===== config.mk =====
export PLATFORM = sky130hd
export DESIGN_NAME = board_sensor_scanner
export DESIGN_NICKNAME = d
export VERILOG_FILES = /design/src/rtl/board_sensor_scanner.sv
export SDC_FILE = /design/constraint.sdc
export NUM_CORES = 1
export LEC_CHECK = 0
export CORE_MARGIN = 2
export CORE_UTILIZATION = 40
export DETAILED_ROUTE_END_ITERATION = 16
export GPL_ROUTABILITY_DRIVEN = 0
export SLEW_MARGIN = 30
export SYNTH_ARGS = -nofsm -noshare
export SYNTH_HDL_FRONTEND = slang
export SYNTH_SLANG_ARGS = --single-unit

===== constraint.sdc =====
create_clock -name clock -period 2.6 [get_ports clock]
set_input_delay 0.26 -clock clock [delete_from_list [all_inputs] [get_ports clock]]
set_output_delay 0.26 -clock clock [all_outputs]
set_load 0.02 [all_outputs]

===== src/rtl/board_sensor_scanner.sv =====
`timescale 1ns/1ps
// board_sensor_scanner: continuously scans a 74HC165-style sensor chain and publishes
// a stable occupancy word with per-scan update and change strobes.
// Optional feature macro: SENSOR_DEBOUNCE_EN (multi-scan debounce; undefined = publish every scan).
module board_sensor_scanner #(
    parameter int unsigned CHAIN_BITS     = 32,
    parameter int unsigned CLK_DIV        = 50,
    parameter int unsigned DEBOUNCE_SCANS = 4
) (
    input  logic                  clock,
    input  logic                  reset,
    input  logic                  enable,
    output logic                  sr_clk,
    output logic                  sr_load_n,
    input  logic                  sr_in,
    output logic [CHAIN_BITS-1:0] sensor_data,
    output logic                  data_valid,
    output logic                  changed
);

    localparam int unsigned PERIOD = 2 * CLK_DIV;
    localparam int unsigned DIV_W  = (PERIOD > 1) ? $clog2(PERIOD) : 1;
    localparam int unsigned BIT_W  = (CHAIN_BITS > 1) ? $clog2(CHAIN_BITS) : 1;

    // Marker block elaborated only for an out-of-range parameter set.
    if (CHAIN_BITS == 0 || CLK_DIV == 0 || DEBOUNCE_SCANS == 0) begin : g_illegal_params
    end

    typedef enum logic [1:0] {
        S_IDLE   = 2'd0,
        S_LOAD   = 2'd1,
        S_SHIFT  = 2'd2,
        S_UPDATE = 2'd3
    } state_t;

    state_t                state, state_next;
    logic [DIV_W-1:0]      div_cnt, div_next;
    logic [BIT_W-1:0]      bit_cnt, bit_next;
    logic [CHAIN_BITS-1:0] raw, raw_next;
    logic [CHAIN_BITS-1:0] sensor_next;
    logic                  sr_clk_next, sr_load_n_next, data_valid_next;
    logic                  publish_c, scan_done_c, period_end_c;

`ifdef SENSOR_DEBOUNCE_EN
    localparam int unsigned CNT_W = (DEBOUNCE_SCANS > 1) ? $clog2(DEBOUNCE_SCANS) : 1;
    localparam logic [CNT_W-1:0] CNT_MAX = CNT_W'(DEBOUNCE_SCANS - 1);

    logic [CNT_W-1:0]      stable_cnt, cnt_next, cnt_upd_c;
    logic [CHAIN_BITS-1:0] prev_raw, prev_next;
`endif

    // State register.
    always_ff @(posedge clock or negedge reset) begin
        if (!reset) begin
            state <= S_IDLE;
        end else begin
            state <= state_next;
        end
    end

    // Next-state, counters, shift capture, debounce and registered-output next values.
    always_comb begin
        state_next      = state;
        div_next        = div_cnt;
        bit_next        = bit_cnt;
        raw_next        = raw;
        sensor_next     = sensor_data;
        publish_c       = 1'b0;
        scan_done_c     = 1'b0;
        period_end_c    = (div_cnt == DIV_W'(PERIOD - 1));
`ifdef SENSOR_DEBOUNCE_EN
        cnt_next        = stable_cnt;
        prev_next       = prev_raw;
        cnt_upd_c       = '0;
`endif

        case (state)
            S_IDLE: begin
                if (enable) begin
                    state_next = S_LOAD;
                    div_next   = '0;
                end
            end
            S_LOAD: begin
                if (period_end_c) begin
                    state_next = S_SHIFT;
                    div_next   = '0;
                    bit_next   = '0;
                end else begin
                    div_next = div_cnt + DIV_W'(1);
                end
            end
            S_SHIFT: begin
                // Sample on the last low-phase cycle, just before sr_clk rises.
                if (div_cnt == DIV_W'(CLK_DIV - 1)) begin
                    raw_next = (raw << 1) | CHAIN_BITS'(sr_in);
                end
                if (period_end_c) begin
                    div_next = '0;
                    if (bit_cnt == BIT_W'(CHAIN_BITS - 1)) begin
                        state_next  = S_UPDATE;
                        scan_done_c = 1'b1;
                    end else begin
                        bit_next = bit_cnt + BIT_W'(1);
                    end
                end else begin
                    div_next = div_cnt + DIV_W'(1);
                end
            end
            S_UPDATE: begin
                state_next = S_IDLE;
            end
            default: begin
                state_next = S_IDLE;
            end
        endcase

        // Publish decision is taken on the edge into UPDATE so it lands with data_valid.
        if (scan_done_c) begin
`ifdef SENSOR_DEBOUNCE_EN
            if (raw == prev_raw) begin
                cnt_upd_c = (stable_cnt == CNT_MAX) ? stable_cnt : stable_cnt + CNT_W'(1);
            end else begin
                cnt_upd_c = '0;
            end
            cnt_next  = cnt_upd_c;
            prev_next = raw;
            publish_c = (cnt_upd_c == CNT_MAX) && (raw != sensor_data);
`else
            publish_c = (raw != sensor_data);
`endif
            if (publish_c) begin
                sensor_next = raw;
            end
        end

        sr_clk_next     = (state_next == S_SHIFT) && (div_next >= DIV_W'(CLK_DIV));
        sr_load_n_next  = (state_next != S_LOAD);
        data_valid_next = (state_next == S_UPDATE);
    end

    // Datapath and registered outputs.
    always_ff @(posedge clock or negedge reset) begin
        if (!reset) begin
            div_cnt     <= '0;
            bit_cnt     <= '0;
            raw         <= '0;
            sr_clk      <= 1'b0;
            sr_load_n   <= 1'b1;
            sensor_data <= '0;
            data_valid  <= 1'b0;
            changed     <= 1'b0;
`ifdef SENSOR_DEBOUNCE_EN
            stable_cnt  <= '0;
            prev_raw    <= '0;
`endif
        end else begin
            div_cnt     <= div_next;
            bit_cnt     <= bit_next;
            raw         <= raw_next;
            sr_clk      <= sr_clk_next;
            sr_load_n   <= sr_load_n_next;
            sensor_data <= sensor_next;
            data_valid  <= data_valid_next;
            changed     <= publish_c;
`ifdef SENSOR_DEBOUNCE_EN
            stable_cnt  <= cnt_next;
            prev_raw    <= prev_next;
`endif
        end
    end

endmodule

==> results.py <==
metrics = {
    "run_status": {
        "status": "completed",
    },
    "setup_path": {
        "slowest_delay_ns": 0.42,
        "path_class": "flop to flop",
        "crit_start": "bit_cnt[0]",
        "cp-end-kind": "flop",
        "cp_max_fo": 13,
        "path_buf_inv": 2,
        "required_ns": 2.83,
        "start_kind": "flop",
        "r2r_start": "bit_cnt[0]",
        "critPathSlowestCell": "dfrtp_1",
        "critical_path.top_delay_family": "simple AND/OR/NAND/NOR gates",
        "rrSetupSlack_ns": 0.21,
        "cp.arrival_ns": 2.62,
        "path_cells": "ha_1 -> and3_1 -> ha_2 -> inv_1 -> nor3_1 -> nand2_1 -> a21oi_4 -> buf_4 -> mux2_1",
    },
    "placed_design": {
        "portBuffers": 39,
        "dpl-instance-area_um2": 4340,
        "dp.final_hpwl_mm": 5.26,
    },
    "floorplanning": {
        "core_area_um2": 9200,
        "fp-row-count": 35,
        "dieArea_um2": 10200,
        "die_w_um": 101,
        "pin_count": 40,
        "die_h_um": 101,
        "initial_core_util_pct": 41.0,
    },
    "global_route": {
        "grt_pass1_wl_mm": 12.2,
        "grt_pass1_vias": 2314,
        "grt-ovfl-total": 0,
        "gr-usage-all-layers_pct": 15.5,
        "grt_antenna_before_repair": 0,
        "grt_max_degree": 47,
    },
    "timing": {
        "tns_ns": 0,
        "rsz0062_at_grt": "no",
        "hold_viol": 0,
        "fmax_mhz": 418,
        "setup_viol": 0,
        "max_slew_margin_pct": 60.1,
        "slew_violations": 0,
        "finalWorstPathRequiredPeriod_ns": 2.39,
        "tightest_slew_ns": 0.598,
        "fin_crit_sh_pct": 92.0,
        "clock_skew_ns": 0.0110,
    },
    "detailed_routing": {
        "dr.pass1.iters": 5,
        "drcViolationCount": 0,
        "wl_per_cell_um": 16.4,
        "dr_total_vias": 2336,
        "via_per_inst": 5.20,
        "drtIter0Drc": 93,
        "drt-total-wl_mm": 7.35,
        "detail-route-antenna-nets": 0,
    },
    "power_and_ir_drop": {
        "ir_drop_mv": 0.402,
        "powerDensity_nw_per_um2": 622,
        "power_uw": 2860,
        "leakagePower_uw": 0.00216,
    },
    "yosys": {
        "yosysUniqueCellTypes": 43,
        "synth.avg_cell_area_um2": 13.3,
        "yosysWarnings": 0,
        "synthesis.nets": 296,
        "yosys_register_bits": 82,
        "synth_edf_count": 0,
        "synth_area_um2": 3770,
        "synth_top_area_share_pct": 53.7,
        "async_flop_share_pct": 100,
        "synthCells": 284,
        "synth_area_leaders": "dfrtp_1 54%, mux2_1 19%, xnor2_1 7.4%, ha_1 2.7%, nand4_1 1.7%",
        "synth_ff_type": "dfrtp_1",
        "synth_top_cell_by_area": "dfrtp_1",
        "ys_seq_area_share_pct": 54.4,
    },
    "layout": {
        "drive_gt1_share_pct": 9.47,
        "final_cell_mix": "81 x dfrtp_1, 64 x mux2_1, 38 x clkdlybuf4s50_1",
        "final_common_cell": "dfrtp_1",
        "final_area_um2": 4600,
        "nets": 345,
        "antenna_cells": 0,
        "syn2layout_area_growth_pct": 22.0,
        "n_fill_cell": 816,
    },
    "clocking": {
        "cts_buffers": 9,
        "cts_tree": "built",
        "htree_levels": 3,
        "cts_sinks": 82,
        "max-clock-path-buffers": 2,
        "cts_root_buf": "clkbuf_8",
        "clk_pin_slew_ns": 0.09,
        "clock_latency_ns": 0.35,
    },
    "min_path": {
        "min_path_type": "input pin to asynchronous set/reset pin",
    },
    "job": {
        "maxCapViolations": 0,
    },
}
## flip-flops by register name, indices dropped and copies added (netlist names)
name,flops
div_cnt,7
changed,1
raw,32
sr_clk,1
sr_load_n,1
data_valid,1
sensor_data,32
state,2
bit_cnt,5
## synth_stat cells (2+ instances only)
library cell  count
nor2_1            3
a22o_1            2
nand2_1          11
buf_2             8
dfrtp_1          81
xnor2_1          32
inv_1             6
nor2b_1           4
o21ai_1           6
mux2_1           64
nand3_1           3
nor4_1            2
nand2b_1          4
o2bb2ai_1         3
a21oi_1           3
nor3_1            4
ha_1              8
or4_1             2
o21ai_0           3
and3_1            2
nand4_1          10
o31ai_1           2
## final timing paths
check,end,cells after the start
min in group clock,bit_cnt[3],1
setup / recovery,sensor_data[17],9
setup reg to reg,sensor_data[17],9
hold / removal,sensor_data[7],2
max in group asynchronous,sr_load_n,3
hold reg to reg,bit_cnt[3],1
## per-stage QoR
step / setup WS, ns / hold WS [ns] / utilization (%) / std cells
2_1_floorplan: 0.367 / -0.0356 / - / 284
3_3_place_gp: 0.309 / 0.311 / 47.2 / 432
3_5_place_dp: 0.158 / 0.314 / 47.2 / 432
4_1_cts: 0.129 / 0.476 / 50.0 / 449
5_1_grt: 0.0114 / 0.488 / 50.1 / 449
6_report: 0.207 / 0.454 / 50.1 / 449
## repair_timing
item / 4_1_cts / 5_1_grt
hold endpoints to repair: 45 / 0
endpoints found under the setup margin: 0 / 12
buffers inserted: 0 / 0
gates resized for setup: 0 / 1
hold buffers: 1 / 0
## cells by family (layout without fill, tap and decap cells)
family,Yosys count,in the layout,share of synthesized area (%)
buf+inv,15,69,1.76
flops,82,82,54.4
simple gates,50,50,7.89
mux,64,64,19.1
fa+ha+maj,8,8,2.65
compound gates,33,33,6.76
xor+xnor,32,32,7.43
## area by class of cell
type	instances	area, µm²	share of cell area [%]
clock buffer	9	124	2.69
clock inverter	7	125	2.72
inverter	6	22.5	0.489
multi-input combinational	187	1660	36.2
sequential	82	2050	44.6
tap	111	139	3.02
timing repair buffer	47	475	10.3
## where the power goes
part           internal (µW)  switching, µW  leakage (µW)  total, µW
sequential              1320           50.6       0.00113       1370
combinational            149            194      0.000904        343
clock                    648            496      0.000118       1140
## layer usage
layer | up-vias | routed length, µm | GRT usage (%)
met1 | 1163 | 3510 | 21.4
met3 | 5 | 261 | 3.17
met2 | 52 | 3520 | 24.2
met5 | - | 0 | 0
li1 | 1116 | - | -
met4 | 0 | 60 | 5.61
(Power assumes the default switching activity.)
